$ cat src/rtl/vram_arbiter.sv
// vram_arbiter: shares the VRAM read port between render (strict priority), game logic and the
// level loader (round-robin). Optional logic/loader starvation guard: define VRAM_ARB_STARVE_EN.
module vram_arbiter #(
  parameter int AW         = 19,
  parameter int DW         = 12,
  parameter int RD_LAT     = 1,
  parameter int STARVE_LIM = 16
) (
  input  logic          clk,
  input  logic          clrn,
  input  logic          r_req,
  input  logic [AW-1:0] r_addr,
  output logic          r_gnt,
  input  logic          g_req,
  input  logic [AW-1:0] g_addr,
  output logic          g_gnt,
  input  logic          l_req,
  input  logic [AW-1:0] l_addr,
  output logic          l_gnt,
  output logic          mem_en,
  output logic [AW-1:0] mem_addr,
  input  logic [DW-1:0] mem_rdata,
  output logic [DW-1:0] rdata,
  output logic [2:0]    rvalid
);

  typedef enum logic [1:0] {
    SRC_R = 2'd0,
    SRC_G = 2'd1,
    SRC_L = 2'd2
  } src_t;

  logic          last;       // 0 = logic served last, 1 = loader served last
  logic          rr_pick_l;
  logic          any_gnt;
  logic [AW-1:0] gnt_addr;
  src_t          gnt_src;
  src_t          mem_tag;

  logic [RD_LAT-1:0] pipe_v;
  src_t              pipe_tag [RD_LAT];

  assign rr_pick_l = l_req && (!g_req || !last);

`ifdef VRAM_ARB_STARVE_EN
  localparam int CW = $clog2(STARVE_LIM + 1);

  logic [CW-1:0] g_wait;
  logic [CW-1:0] l_wait;
  logic          g_starve;
  logic          l_starve;

  assign g_starve = g_req && (g_wait >= CW'(STARVE_LIM));
  assign l_starve = l_req && (l_wait >= CW'(STARVE_LIM));

  // Saturating wait counters; cleared whenever the requester is served.
  always_ff @(posedge clk or posedge clrn) begin
    if (clrn) begin
      g_wait <= '0;
      l_wait <= '0;
    end else begin
      if (g_gnt)
        g_wait <= '0;
      else if (g_req && (g_wait != CW'(STARVE_LIM)))
        g_wait <= g_wait + 1'b1;

      if (l_gnt)
        l_wait <= '0;
      else if (l_req && (l_wait != CW'(STARVE_LIM)))
        l_wait <= l_wait + 1'b1;
    end
  end
`endif

  always_comb begin
    r_gnt = 1'b0;
    g_gnt = 1'b0;
    l_gnt = 1'b0;
    if (!clrn) begin
`ifdef VRAM_ARB_STARVE_EN
      if (g_starve || l_starve) begin
        if (l_starve && (!g_starve || !last))
          l_gnt = 1'b1;
        else
          g_gnt = 1'b1;
      end else
`endif
      if (r_req)
        r_gnt = 1'b1;
      else if (rr_pick_l)
        l_gnt = 1'b1;
      else if (g_req)
        g_gnt = 1'b1;
    end
  end

  always_comb begin
    gnt_src  = SRC_R;
    gnt_addr = r_addr;
    if (g_gnt) begin
      gnt_src  = SRC_G;
      gnt_addr = g_addr;
    end else if (l_gnt) begin
      gnt_src  = SRC_L;
      gnt_addr = l_addr;
    end
  end

  assign any_gnt = r_gnt | g_gnt | l_gnt;

  // Issue stage: mem_en doubles as the valid bit of the first pipeline stage.
  always_ff @(posedge clk or posedge clrn) begin
    if (clrn) begin
      mem_en   <= 1'b0;
      mem_addr <= '0;
      mem_tag  <= SRC_R;
      last     <= 1'b1;
    end else begin
      mem_en <= any_gnt;
      if (any_gnt) begin
        mem_addr <= gnt_addr;
        mem_tag  <= gnt_src;
      end
      if (g_gnt)
        last <= 1'b0;
      else if (l_gnt)
        last <= 1'b1;
    end
  end

  always_ff @(posedge clk or posedge clrn) begin
    if (clrn) begin
      for (int i = 0; i < RD_LAT; i++) begin
        pipe_v[i]   <= 1'b0;
        pipe_tag[i] <= SRC_R;
      end
    end else begin
      pipe_v[0]   <= mem_en;
      pipe_tag[0] <= mem_tag;
      for (int i = 1; i < RD_LAT; i++) begin
        pipe_v[i]   <= pipe_v[i-1];
        pipe_tag[i] <= pipe_tag[i-1];
      end
    end
  end

  // Last stage lines up with mem_rdata; register it out as a one-hot response.
  always_ff @(posedge clk or posedge clrn) begin
    if (clrn) begin
      rdata  <= '0;
      rvalid <= 3'b000;
    end else begin
      rvalid <= 3'b000;
      if (pipe_v[RD_LAT-1]) begin
        rvalid <= 3'b001 << pipe_tag[RD_LAT-1];
        rdata  <= mem_rdata;
      end
    end
  end

endmodule
$ cat config.mk
export PLATFORM = sky130hd
export DESIGN_NAME = vram_arbiter
export DESIGN_NICKNAME = d
export VERILOG_FILES = /design/src/rtl/vram_arbiter.sv
export SDC_FILE = /design/constraint.sdc
export NUM_CORES = 1
export LEC_CHECK = 0
export BUFFER_PORTS_ARGS = -buffer_cell sky130_fd_sc_hd__buf_2
export CELL_PAD_IN_SITES_DETAIL_PLACEMENT = 1
export CELL_PAD_IN_SITES_GLOBAL_PLACEMENT = 2
export CORE_ASPECT_RATIO = 0.9
export CORE_MARGIN = 2
export CORE_UTILIZATION = 25
export CTS_CLUSTER_DIAMETER = 80
export DETAILED_ROUTE_END_ITERATION = 8
export GPL_TIMING_DRIVEN = 0
export HOLD_SLACK_MARGIN = 0.02
export PLACE_DENSITY = 0.8
export SKIP_LAST_GASP = 1
export SLEW_MARGIN = 25
export SYNTH_ARGS = -nofsm -noshare
export SYNTH_HDL_FRONTEND = slang
export SYNTH_SLANG_ARGS = --single-unit
$ cat constraint.sdc
create_clock -name clk -period 2.2 [get_ports clk]
set_clock_uncertainty 0.05 [all_clocks]
set_input_delay 0.44 -clock clk [delete_from_list [all_inputs] [get_ports clk]]
set_output_delay 0.44 -clock clk [all_outputs]
set_load 0.05 [all_outputs]
### Word-level counts from Yosys, hierarchy flattened

Index checks and enable logic that the tools add are counted.

| storage, ports and cells | value |
|---|---|
| bits in registers | 41 |
| word-level logic and storage cells | 32 |
| input port bits | 74 |

| operators by class | value |
|---|---|
| muxes and demuxes | 16 |
| reductions and logical operators | 5 |
| shift operators | 1 |
| bitwise logic cells | 2 |

Operators with widths:

| kind | count |
|---|---|
| two-way mux 19 bit | 2 |
| two-way mux 1 bit | 11 |
| two-way mux 2 bit | 2 |
| two-way mux 3 bit | 1 |
| left shift 1 x 2 -> 3 bit, first input constant | 1 |
| logical NOT 1 bit | 2 |
| OR 1 bit | 2 |
| nonzero test 2 bit | 1 |
| logical AND 1 bit | 1 |
| logical OR 1 bit | 1 |

### Depth between registers and ports, before layout

| logic depth | value |
|---|---|
| word-level depth | 8 |
| gate-level depth with buffers | 6 |
| depth with buffers taken out | 5 |

### Worst setup path after synthesis

No wires, ideal clock.

| timing path | value |
|---|---|
| path kind | register to output |
| start point | register last |
| end point | output g_gnt |
| path buffers | 2 |
| stages on the path, launching flop included | 5 |
| arrival | 1278 ps |
| data required time | 1710 ps |
| setup slack | 432 ps |
| path through | dfstp_2 -> nand2b_1 -> and3_1 -> clkbuf_1 -> buf_2 |

| between the ends | value |
|---|---|
| word-level cells in the longest chain between the ends | 6 |

Ends and longest elaborated chain:

| what | RTL line | RTL |
|---|---|---|
| start, declared | 33 | `logic last;` |
| start signal, assigned | 117 | `last <= 1'b1;` |
| start signal, assigned | 125 | `last <= 1'b0;` |
| start signal, assigned | 127 | `last <= 1'b1;` |
| logical NOT 1 bit | 43 | `assign rr_pick_l = l_req && (!g_req \|\| !last);` |
| logical OR 1 bit | 43 |  |
| logical AND 1 bit | 43 |  |
| two-way mux 1 bit | 90 | `else if (rr_pick_l)` |
| two-way mux 1 bit | 88 | `if (r_req)` |
| two-way mux 1 bit | 79 | `if (!clrn) begin` |
| end, declared | 16 | `output logic g_gnt,` |

Every way passes these cells.

### Worst setup path after layout

Ends and elaborated chain as after synthesis.

==> run_results.csv <==
group,metric,value,unit
status,status,"finished, final reports clean",
floorplan,die_width,97.9,um
cells_and_area,syn_to_final_growth,39.7,%
worst_setup_path,max_stage_delay,0.56,ns
sta,grt_setup_unrepaired,"no",
global_routing,use_met2,24.2,%
clock_network,post_cts_buffers,0,
yosys,synthCells,186,
drt,ant_nets,0,
cells_and_area,diodes,0,
drt,drc,0,
place,place_congestion,0.696,
global_routing,globalRouteOverflowTotal,0,
drt,drtIter0Drc,52,
cells_and_area,drive_above_1_share,48.0,%
sta,post-route-period-util,94.6,%
cells_and_area,multiInputGateArea,870,um^2
global_routing,antenna_found_initial,0,
worst_setup_path,cpLargestDelayFamily,"flip-flops",
sta,hold_ws,0.324,ns
place,dp_hpwl,4.83,mm
worst_setup_path,cpMaxStageDelayCell,"dfstp_2",
yosys,avgSynthCellArea,10.7,um^2
floorplan,die_h,88.6,um
yosys,syn_nets,260,
yosys,synth-warning-count,0,
sta,tns,0,ns
sta,slew_violations,0,
power_and_ir_drop,seqPwrFrac,40.4,%
worst_setup_path,worstPathRequired,1.71,ns
place,port_buffers,111,
yosys,ys_types,22,
clock_network,holdBufCountCts,0,
power_and_ir_drop,p_int,1.40,mW
clock_network,numCtsBuffers,5,
clock_network,root_buffer,"clkbuf_8",
worst_setup_path,rr_worst_depth,6,
worst_setup_path,crit_type,"flop to output pin",
sta,setup_viol,0,
drt,first_pass_iters,4,
clock_network,cts_buffer_depth,2,
floorplan,initial_utilization,26.1,%
yosys,ys_seq_area_share,51.7,%
sta,fmax,480,MHz
worst_setup_path,endpoint_kind,"output pin",
worst_setup_path,cp.depth,4,
drt,drt_wl_total,6.37,mm
clock_network,ctsHtreeMaxLevel,2,
global_routing,grt.met3_usage,3.63,%
cells_and_area,final_core_util,36.4,%
worst_setup_path,crit_end,"g_gnt",
power_and_ir_drop,netSwitchingPower,0.936,mW
worst_setup_path,path_cells,"nand2b_1, and3_2, buf_4, buf_4",
power_and_ir_drop,power.density,841,nW/um^2
drt,via_per_inst,4.72,
worst_setup_path,cp_common_cell,"buf_4",
yosys,synth_top_area_share,50.4,%
worst_setup_path,crit_path_max_fanout,10,
floorplan,die_area,8670,um^2
sta,fin_crit,2.08,ns
flow_run,cap_violations,0,
yosys,netlist_top_cells_area,"dfrtp_1 (50%), a211o_1 (8.4%), a22o_1 (8.4%)",
worst_setup_path,worstReg2RegStart,"last",
clock_network,insertion_delay,0.29,ns
power_and_ir_drop,ir_worst_vdd,0.000294,V
power_and_ir_drop,p_comb_share,37.7,%
power_and_ir_drop,clkPwrFrac,21.9,%
sta,worst_pin_slew,0.540,ns
global_routing,grt_pass1_wl,10.0,mm
worst_setup_path,cp-start-kind,"flop",
cells_and_area,nets,378,
yosys,ys_ff_latch,41,
global_routing,grt_max_degree,27,
floorplan,row_count,30,
drt,wl_per_cell,15.9,um
floorplan,core,7620,um^2
sta,slew_headroom,64.0,%
global_routing,top_usage_layer,"met2",
worst_setup_path,crit_buf_inv,2,
worst_setup_path,reg2reg_slack,0.37,ns
sta,hold_viol,0,
power_and_ir_drop,p_leak,1.54,nW
floorplan,boundaryPins,112,
global_routing,grt_use_met1,19.7,%
global_routing,track_usage,14.6,%
cells_and_area,final_cell_mix,"buf_2 (115), dfrtp_1 (40), nand2_1 (21), a21oi_1 (20)",
global_routing,grt_pass1_vias,1958,
cells_and_area,regArea,1030,um^2
cells_and_area,final_common_cell,"buf_2",
yosys,synth_area,1990,um^2
clock_network,cts_sinks,41,
yosys,yosysTopAreaCell,"dfrtp_1",
clock_network,cts_tree,"yes",
worst_setup_path,r2r_end,"mem_addr[4]",
worst_setup_path,worstPathArrival,1.59,ns
worst_setup_path,startpoint,"last",
hold_path,hold_path_class,"input pin to flop",
power_and_ir_drop,swShare,40.1,%
cells_and_area,fill_cells,930,
drt,vias,1889,
clock_network,clk_pin_slew,0.08,ns
==> sequential cells by signal, indices dropped and copies added (netlist names) <==
signal	count
pipe_tag	2
pipe_v	1
mem_tag	2
rdata	12
mem_addr	19
last	1
mem_en	1
rvalid	3
==> per-stage QoR <==
stage	area [um^2]	setup WS, ns	std cells	total power [mW]
after floorplan	1990	0.432	186	1.58
after global placement	2660	-0.213	393	1.82
after detailed placement	2680	-0.0380	394	1.85
after CTS	2770	0.0405	400	2.37
after global routing	2770	0.0201	400	2.45
final	2770	0.118	400	2.33
==> layer usage <==
layer  vias to the layer above  part of all wire (%)
met5                         -                     0
met4                         0                  0.53
met3                         4                   6.6
met2                        67                    47
met1                       906                    46
li1                        912                     -
==> power groups by stage <==
stage               Sequential [mW]  Combinational (mW)  Clock (mW)
global placement              0.953               0.871           0
floorplan                      1.33               0.251           0
CTS                           0.945               0.890       0.532
detailed placement            0.958               0.890           0
finish                        0.942               0.878       0.512
global route                  0.963               0.931       0.560
==> what timing repair did <==
item / CTS / global route
pin swaps: 0 / 0
resized for setup: 2 / 1
endpoints found under the hold margin: 0 / 0
setup endpoints to repair: 1 / 1
==> area by class of cell <==
type,count,area share (%)
Buffer,17,2.66
Clock buffer,6,2.98
Clock inverter,1,0.271
Inverter,4,0.541
Multi-Input combinational cell,123,31.3
Sequential cell,41,37.0
Tap cell,96,4.33
Timing Repair Buffer,112,20.8
==> worst min-delay path by stage <==
stage	start	to	slack, ns	cells past startpoint
2_1_floorplan	mem_tag[1]	pipe_tag[1]	0.30	0
3_3_place_gp	mem_en	pipe_v	0.30	0
3_5_place_dp	mem_tag[0]	pipe_tag[0]	0.32	0
4_1_cts	mem_rdata[3]	rdata[3]	0.32	2
5_1_grt	mem_rdata[6]	rdata[6]	0.32	2
6_report	mem_rdata[6]	rdata[6]	0.32	2
==> synthesized netlist by cell type, drive strengths merged <==
cell type,number
a22o,19
and3b,2
and3,20
inv,4
nand2b,2
dfstp,1
a21boi,1
a31oi,1
a31o,1
o21ai,1
a211o,19
nor2,2
a21oi,20
nor3,1
mux2,12
buf,6
clkbuf,12
nor3b,1
nand2,21
dfrtp,40
==> cells by family after synthesis <==
group,after synthesis,share of synthesized area (%)
AOI/OAI and AO/OA,62,23.4
buffers and inverters,22,4.54
DFF,41,51.7
muxes,12,6.81
and+or+nand+nor,49,13.5
No activity file was read; power rests on OpenSTA's default activity.
